$ cat src/rtl/frame_align_ctrl_pkg.sv
// Shared constants for the ADC frame-line alignment supervisor: expected frame
// pattern, FSM state encoding and status counter widths.
package frame_align_ctrl_pkg;

  localparam logic [5:0] FRAME = 6'b111000;

  localparam int SLIP_W = 4;
  localparam int LOSS_W = 8;

  typedef logic [1:0] state_t;

  localparam state_t ST_IDLE   = 2'd0;
  localparam state_t ST_SEARCH = 2'd1;
  localparam state_t ST_LOCKED = 2'd2;
  localparam state_t ST_FAIL   = 2'd3;

endpackage

$ cat src/rtl/frame_run_cnt.sv
// Saturating consecutive-event counter. A cycle without the event (or while
// disabled) restarts the run; 'reached' flags the cycle whose event completes THRESH.
module frame_run_cnt #(
  parameter int THRESH = 64,
  localparam int W = $clog2(THRESH + 1)
) (
  input  logic clk,
  input  logic rst,
  input  logic clr,
  input  logic en,
  input  logic hit,
  output logic reached
);

  localparam logic [W-1:0] LAST = W'(THRESH - 1);
  localparam logic [W-1:0] TOP  = W'(THRESH);

  logic [W-1:0] cnt_q;
  logic [W-1:0] cnt_d;

  always_comb begin
    cnt_d = '0;
    if (!clr && en && hit) begin
      cnt_d = (cnt_q == TOP) ? TOP : cnt_q + W'(1);
    end
  end

  // Combinational so the owner can act on the same edge that samples the final event.
  assign reached = !clr && en && hit && (cnt_q >= LAST);

  always_ff @(posedge clk or posedge rst) begin
    if (rst) begin
      cnt_q <= '0;
    end else begin
      cnt_q <= cnt_d;
    end
  end

endmodule

$ cat src/rtl/frame_align_ctrl.sv
// Frame-line alignment supervisor for one ADC chip: gates bitslip, counts slips,
// declares lock after a run of good frames, tracks lock loss and slip exhaustion.
module frame_align_ctrl
  import frame_align_ctrl_pkg::*;
#(
  parameter int GOOD_CNT  = 64,
  parameter int BAD_CNT   = 4,
  parameter int MAX_SLIPS = 12,
  parameter int RETRY_DLY = 1024
) (
  input  logic              CLK,
  input  logic              RST,
  input  logic              START,
  input  logic [5:0]        DATA,
  input  logic              BS,
  output logic              BSENB,
  output logic              LOCKED,
  output logic              ERR,
  output logic [SLIP_W-1:0] SLIPCNT,
  output logic [LOSS_W-1:0] LOSSCNT
);

  localparam int                TMR_W    = $clog2(RETRY_DLY + 1);
  localparam logic [TMR_W-1:0]  TMR_LAST = TMR_W'(RETRY_DLY - 1);
  localparam logic [SLIP_W-1:0] SLIP_MAX = SLIP_W'(MAX_SLIPS);
  localparam logic [SLIP_W-1:0] SLIP_SAT = '1;
  localparam logic [LOSS_W-1:0] LOSS_SAT = '1;

  state_t            state_q, state_d;
  logic              bsenb_q, bsenb_d;
  logic              locked_q, locked_d;
  logic              err_q, err_d;
  logic [SLIP_W-1:0] slip_q, slip_d;
  logic [LOSS_W-1:0] loss_q, loss_d;
  logic [TMR_W-1:0]  tmr_q, tmr_d;

  logic              frame_ok;
  logic              in_search, in_locked, in_fail;
  logic [SLIP_W-1:0] slip_inc;
  logic              slip_hit, slip_exhaust, retry_done;
  logic              good_reached, bad_reached;

  assign frame_ok  = (DATA == FRAME);
  assign in_search = (state_q == ST_SEARCH);
  assign in_locked = (state_q == ST_LOCKED);
  assign in_fail   = (state_q == ST_FAIL);

  assign slip_inc     = (slip_q == SLIP_SAT) ? slip_q : slip_q + SLIP_W'(1);
  assign slip_hit     = in_search && BS;
  assign slip_exhaust = slip_hit && (slip_inc == SLIP_MAX);
  assign retry_done   = in_fail && (tmr_q == TMR_LAST);

  // A slip in the same cycle as a matching sample still breaks the good run.
  frame_run_cnt #(.THRESH(GOOD_CNT)) u_good_run (
    .clk     (CLK),
    .rst     (RST),
    .clr     (START),
    .en      (in_search),
    .hit     (frame_ok && !BS),
    .reached (good_reached)
  );

  frame_run_cnt #(.THRESH(BAD_CNT)) u_bad_run (
    .clk     (CLK),
    .rst     (RST),
    .clr     (START),
    .en      (in_locked),
    .hit     (!frame_ok),
    .reached (bad_reached)
  );

  always_ff @(posedge CLK or posedge RST) begin
    if (RST) begin
      state_q  <= ST_IDLE;
      bsenb_q  <= 1'b0;
      locked_q <= 1'b0;
      err_q    <= 1'b0;
      slip_q   <= '0;
      loss_q   <= '0;
      tmr_q    <= '0;
    end else begin
      state_q  <= state_d;
      bsenb_q  <= bsenb_d;
      locked_q <= locked_d;
      err_q    <= err_d;
      slip_q   <= slip_d;
      loss_q   <= loss_d;
      tmr_q    <= tmr_d;
    end
  end

  always_comb begin
    state_d = state_q;
    if (START) begin
      state_d = ST_SEARCH;
    end else begin
      case (state_q)
        ST_IDLE:   state_d = ST_IDLE;
        ST_SEARCH: begin
          if (slip_exhaust) begin
            state_d = ST_FAIL;
          end else if (good_reached) begin
            state_d = ST_LOCKED;
          end
        end
        ST_LOCKED: if (bad_reached) state_d = ST_SEARCH;
        ST_FAIL:   if (retry_done) state_d = ST_SEARCH;
        default:   state_d = ST_IDLE;
      endcase
    end
  end

  // Outputs follow the next state so they change on the same edge as the FSM.
  always_comb begin
    bsenb_d  = (state_d == ST_SEARCH);
    locked_d = (state_d == ST_LOCKED);
    err_d    = err_q;
    slip_d   = slip_q;
    loss_d   = loss_q;
    tmr_d    = '0;
    if (START) begin
      err_d  = 1'b0;
      slip_d = '0;
    end else begin
      if (slip_hit) begin
        slip_d = slip_inc;
      end
      if (slip_exhaust) begin
        err_d = 1'b1;
      end
      if (in_locked && bad_reached) begin
        slip_d = '0;
        loss_d = (loss_q == LOSS_SAT) ? loss_q : loss_q + LOSS_W'(1);
      end
      if (retry_done) begin
        slip_d = '0;
      end
      if (in_fail && !retry_done) begin
        tmr_d = tmr_q + TMR_W'(1);
      end
    end
  end

  assign BSENB   = bsenb_q;
  assign LOCKED  = locked_q;
  assign ERR     = err_q;
  assign SLIPCNT = slip_q;
  assign LOSSCNT = loss_q;

endmodule

$ cat config.mk
export PLATFORM = sky130hd
export DESIGN_NAME = frame_align_ctrl
export DESIGN_NICKNAME = d
export VERILOG_FILES = /design/src/rtl/frame_align_ctrl_pkg.sv /design/src/rtl/frame_run_cnt.sv /design/src/rtl/frame_align_ctrl.sv
export SDC_FILE = /design/constraint.sdc
export NUM_CORES = 1
export LEC_CHECK = 0
export ABC_AREA = 1
export CAP_MARGIN = 20
export CORE_AREA = 5 5 89 91
export DETAILED_ROUTE_END_ITERATION = 16
export DIE_AREA = 0 0 94 96
export PLACE_DENSITY = 0.5
export SYNTH_ARGS = -nofsm -noshare
export SYNTH_HDL_FRONTEND = slang
export SYNTH_SLANG_ARGS = --single-unit
$ cat constraint.sdc
create_clock -name CLK -period 2.1 [get_ports CLK]
set_clock_uncertainty 0.2 [all_clocks]
set_input_delay 0.21 -clock CLK [delete_from_list [all_inputs] [get_ports CLK]]
set_output_delay 0.21 -clock CLK [all_outputs]
set_load 0.01 [all_outputs]
==> flow_summary.ini <==
[cts]
numCtsBuffers = 5
cts_tree = yes
ctsHoldBuffers = 0
clk_pin_slew_ps = 70
worst_skew_pair.late_latency_ps = 290
cts_setup_buffers = 0
clk_path_buf_depth = 2
post_cts_resized = 0
cts_sinks = 38
cts.htree.levels = 2
cts_root_buf = clkbuf_8

[critical_path]
crit_cells = 8
critical_path.slowest_cell = dfrtp_1
cp-endpoint = LOCKED$_DFF_PP0_
worstPathCellList = ha_1, or2_0, nand3_1, nor2_1, nand2_1, nand2_1, o21ai_0, nor2_1
critPathBufInv = 0
r2r_end = LOCKED$_DFF_PP0_
r2r_cells = 8
cp-start-kind = register
arrival_ps = 1810
r2r_start = SLIPCNT[0]$_DFFE_PP0P_
crit_start = SLIPCNT[0]$_DFFE_PP0P_
reg2reg_slack_ps = 270
worstSetupPathType = reg2reg
worstPathRequired_ps = 2080
slowest_delay_ps = 440
critPathTopFamily = simple AND/OR/NAND/NOR gates
crit_fanout = 6
cp-end-kind = register

[global_route]
antenna_found_initial = 0
gr-total-overflow = 0
grt_first_pass_wirelength_mm = 6.872
grt_pass1_vias = 1573
grt_max_degree = 39
grt_usage_pct = 9.716

[power_and_ir_drop]
p_sw_share_pct = 23.25
leakagePower_nw = 1.156
ir_worst_vdd_v = 0.0001844
p_int_w = 0.0009905
power_frac_comb_pct = 5.6
sequentialPowerShare_pct = 57.4
p_sw_w = 0.0003000
power_frac_clock_pct = 37.0
pwr_density_cell_nw_per_um2 = 513.4

[floorplan]
die_x_um = 94
die_area_um2 = 9024
core_um2 = 7059
rows = 31
initial_core_util_pct = 29.24
die_h_um = 96
pin_count = 25

[job]
maxCapViolations = 0

[yosys]
syn_area_per_cell_um2 = 8.602
synth_top_area_share_pct = 46.06
synth_seq_cells = 38
synth_top_cell_by_area = dfrtp_1
synth_cell_type_count = 31
netlist_area_um2 = 2064
ys_seq_area_share_pct = 46.06
yosys_warnings = 0
syn-num-nets = 258
synthTopCellsByArea = dfrtp_1 (46%), nand2_1 (7.3%), inv_1 (7.1%)
synthCells = 240

[outcome]
status = complete, no violations

[timing]
setup_violations = 0
tns_ps = 0
period_share_pct = 87.31
slew_violations = 0
fin_crit_ps = 1833
hold_viol_final = 0
rsz0062_at_grt = no
tightestPinTransition_ps = 528.7
worst_slack_ps = 266.5
whs_ps = 139.9
max_freq_mhz = 545.4
max_slew_margin_pct = 64.45

[finish]
n_antenna_cell = 0
layout_common_cells = nand2_1 (40), inv_1 (39), dfrtp_1 (38), nor2_1 (29), clkdlybuf4s50_1 (24)
drive_gt1_share_pct = 12.50
final_common_cell = nand2_1
stdcell_area_um2 = 2514
area_growth_pct = 21.76
fin_nets = 290
fin_util_pct = 35.61

[detailed_routing]
vias_per_cell = 4.132
drc_errors = 0
wl_per_cell_um = 10.87
drt_iter0_markers = 24
ant_nets = 0
num_vias = 1533
drtPass1Iterations = 4
totalWireLength_mm = 4.032

[place]
pre_cts_slack_ps = 192.8
dp_hpwl_mm = 3.052
portBuffers = 24
dpl_cell_area_um2 = 2435
place_congestion = 0.7956

[worst_hold_path]
hold_path_class = in2async
state kept, by name (all words and copies together), names as in the netlist:
| signal | cells |
|---|---|
| tmr_q | 11 |
| LOSSCNT | 8 |
| u_good_run.cnt_q | 7 |
| SLIPCNT | 4 |
| u_bad_run.cnt_q | 3 |
| state_q | 2 |
| BSENB | 1 |
| ERR | 1 |
| LOCKED | 1 |
cell usage after synthesis, drive strengths merged:
master  instances
ha              8
and3            2
o21ai           8
a32oi           2
xnor2           6
nor2           38
a31oi           1
dfrtp          38
a21oi           8
inv            40
nand4           5
or2             1
nand3          14
xor2            8
a211oi          1
o21bai          1
nand3b          1
o31ai           1
nor3            7
nand2          47
o211ai          1
buf             2
metal layers:
| layer | global-route usage (%) | up-vias | routed length, um |
|---|---|---|---|
| met5 | 0 | - | 0 |
| met4 | 4.693 | 0 | 67 |
| met3 | 2.580 | 5 | 117 |
| met2 | 16.50 | 17 | 1903 |
| met1 | 11.40 | 691 | 1943 |
| li1 | - | 820 | - |
cell type report:
| class | instances | area, um^2 |
|---|---|---|
| fill | 748 | 4546 |
| clock buffer | 5 | 68.82 |
| tap | 99 | 123.9 |
| sequential | 38 | 950.9 |
| timing repair buffer | 27 | 262.8 |
| inverter | 40 | 150.1 |
| clock inverter | 2 | 10.01 |
| multi-input combinational | 160 | 947.2 |
per-stage QoR:
step,instances,power [W]
2_1_floorplan,240,0.0007927
4_1_cts,371,0.001319
6_report,371,0.001290
3_5_place_dp,364,0.0008296
5_1_grt,371,0.001351
3_3_place_gp,364,0.0008300
power groups by stage:
stage	Combinational, W	Clock, W	Sequential [W]
CTS	0.0000750	0.000504	0.000740
global placement	0.0000751	0	0.000755
floorplan	0.0000380	0	0.000755
finish	0.0000727	0.000477	0.000741
global route	0.0000815	0.000528	0.000741
detailed placement	0.0000746	0	0.000755
cell families (layout without fill, tap and decap cells):
kind of cell    after synthesis  count (layout)  synth area share, %
simple gates                115             115                28.61
fa+ha+maj                     8               8                4.849
flops                        38              38                46.06
xor+xnor                     14              14                5.940
buf+inv                      42              74                8.060
compound gates               23              23                6.485
how the worst min path moves through the flow:
| stage | from | endpoint | slack [ps] | cells past startpoint |
|---|---|---|---|---|
| 3_3_place_gp | tmr_q[0]$_DFF_PP0_ | tmr_q[0]$_DFF_PP0_ | 250 | 1 |
| 2_1_floorplan | BS | SLIPCNT[0]$_DFFE_PP0P_ | 190 | 2 |
| 6_report | RST | u_good_run.cnt_q[1]$_DFF_PP0_ | 140 | 3 |
| 5_1_grt | RST | BSENB$_DFF_PP0_ | 190 | 3 |
| 4_1_cts | RST | u_good_run.cnt_q[5]$_DFF_PP0_ | 160 | 3 |
| 3_5_place_dp | tmr_q[0]$_DFF_PP0_ | tmr_q[0]$_DFF_PP0_ | 260 | 1 |
worst register-to-register path, delay by kind of cell, from the launching register on:
kind | cells | cell delay, ps
simple gates | 6 | 610
fa+ha+maj | 1 | 290
flops | 1 | 440
compound gates | 1 | 180
(Power assumes the default switching activity.)
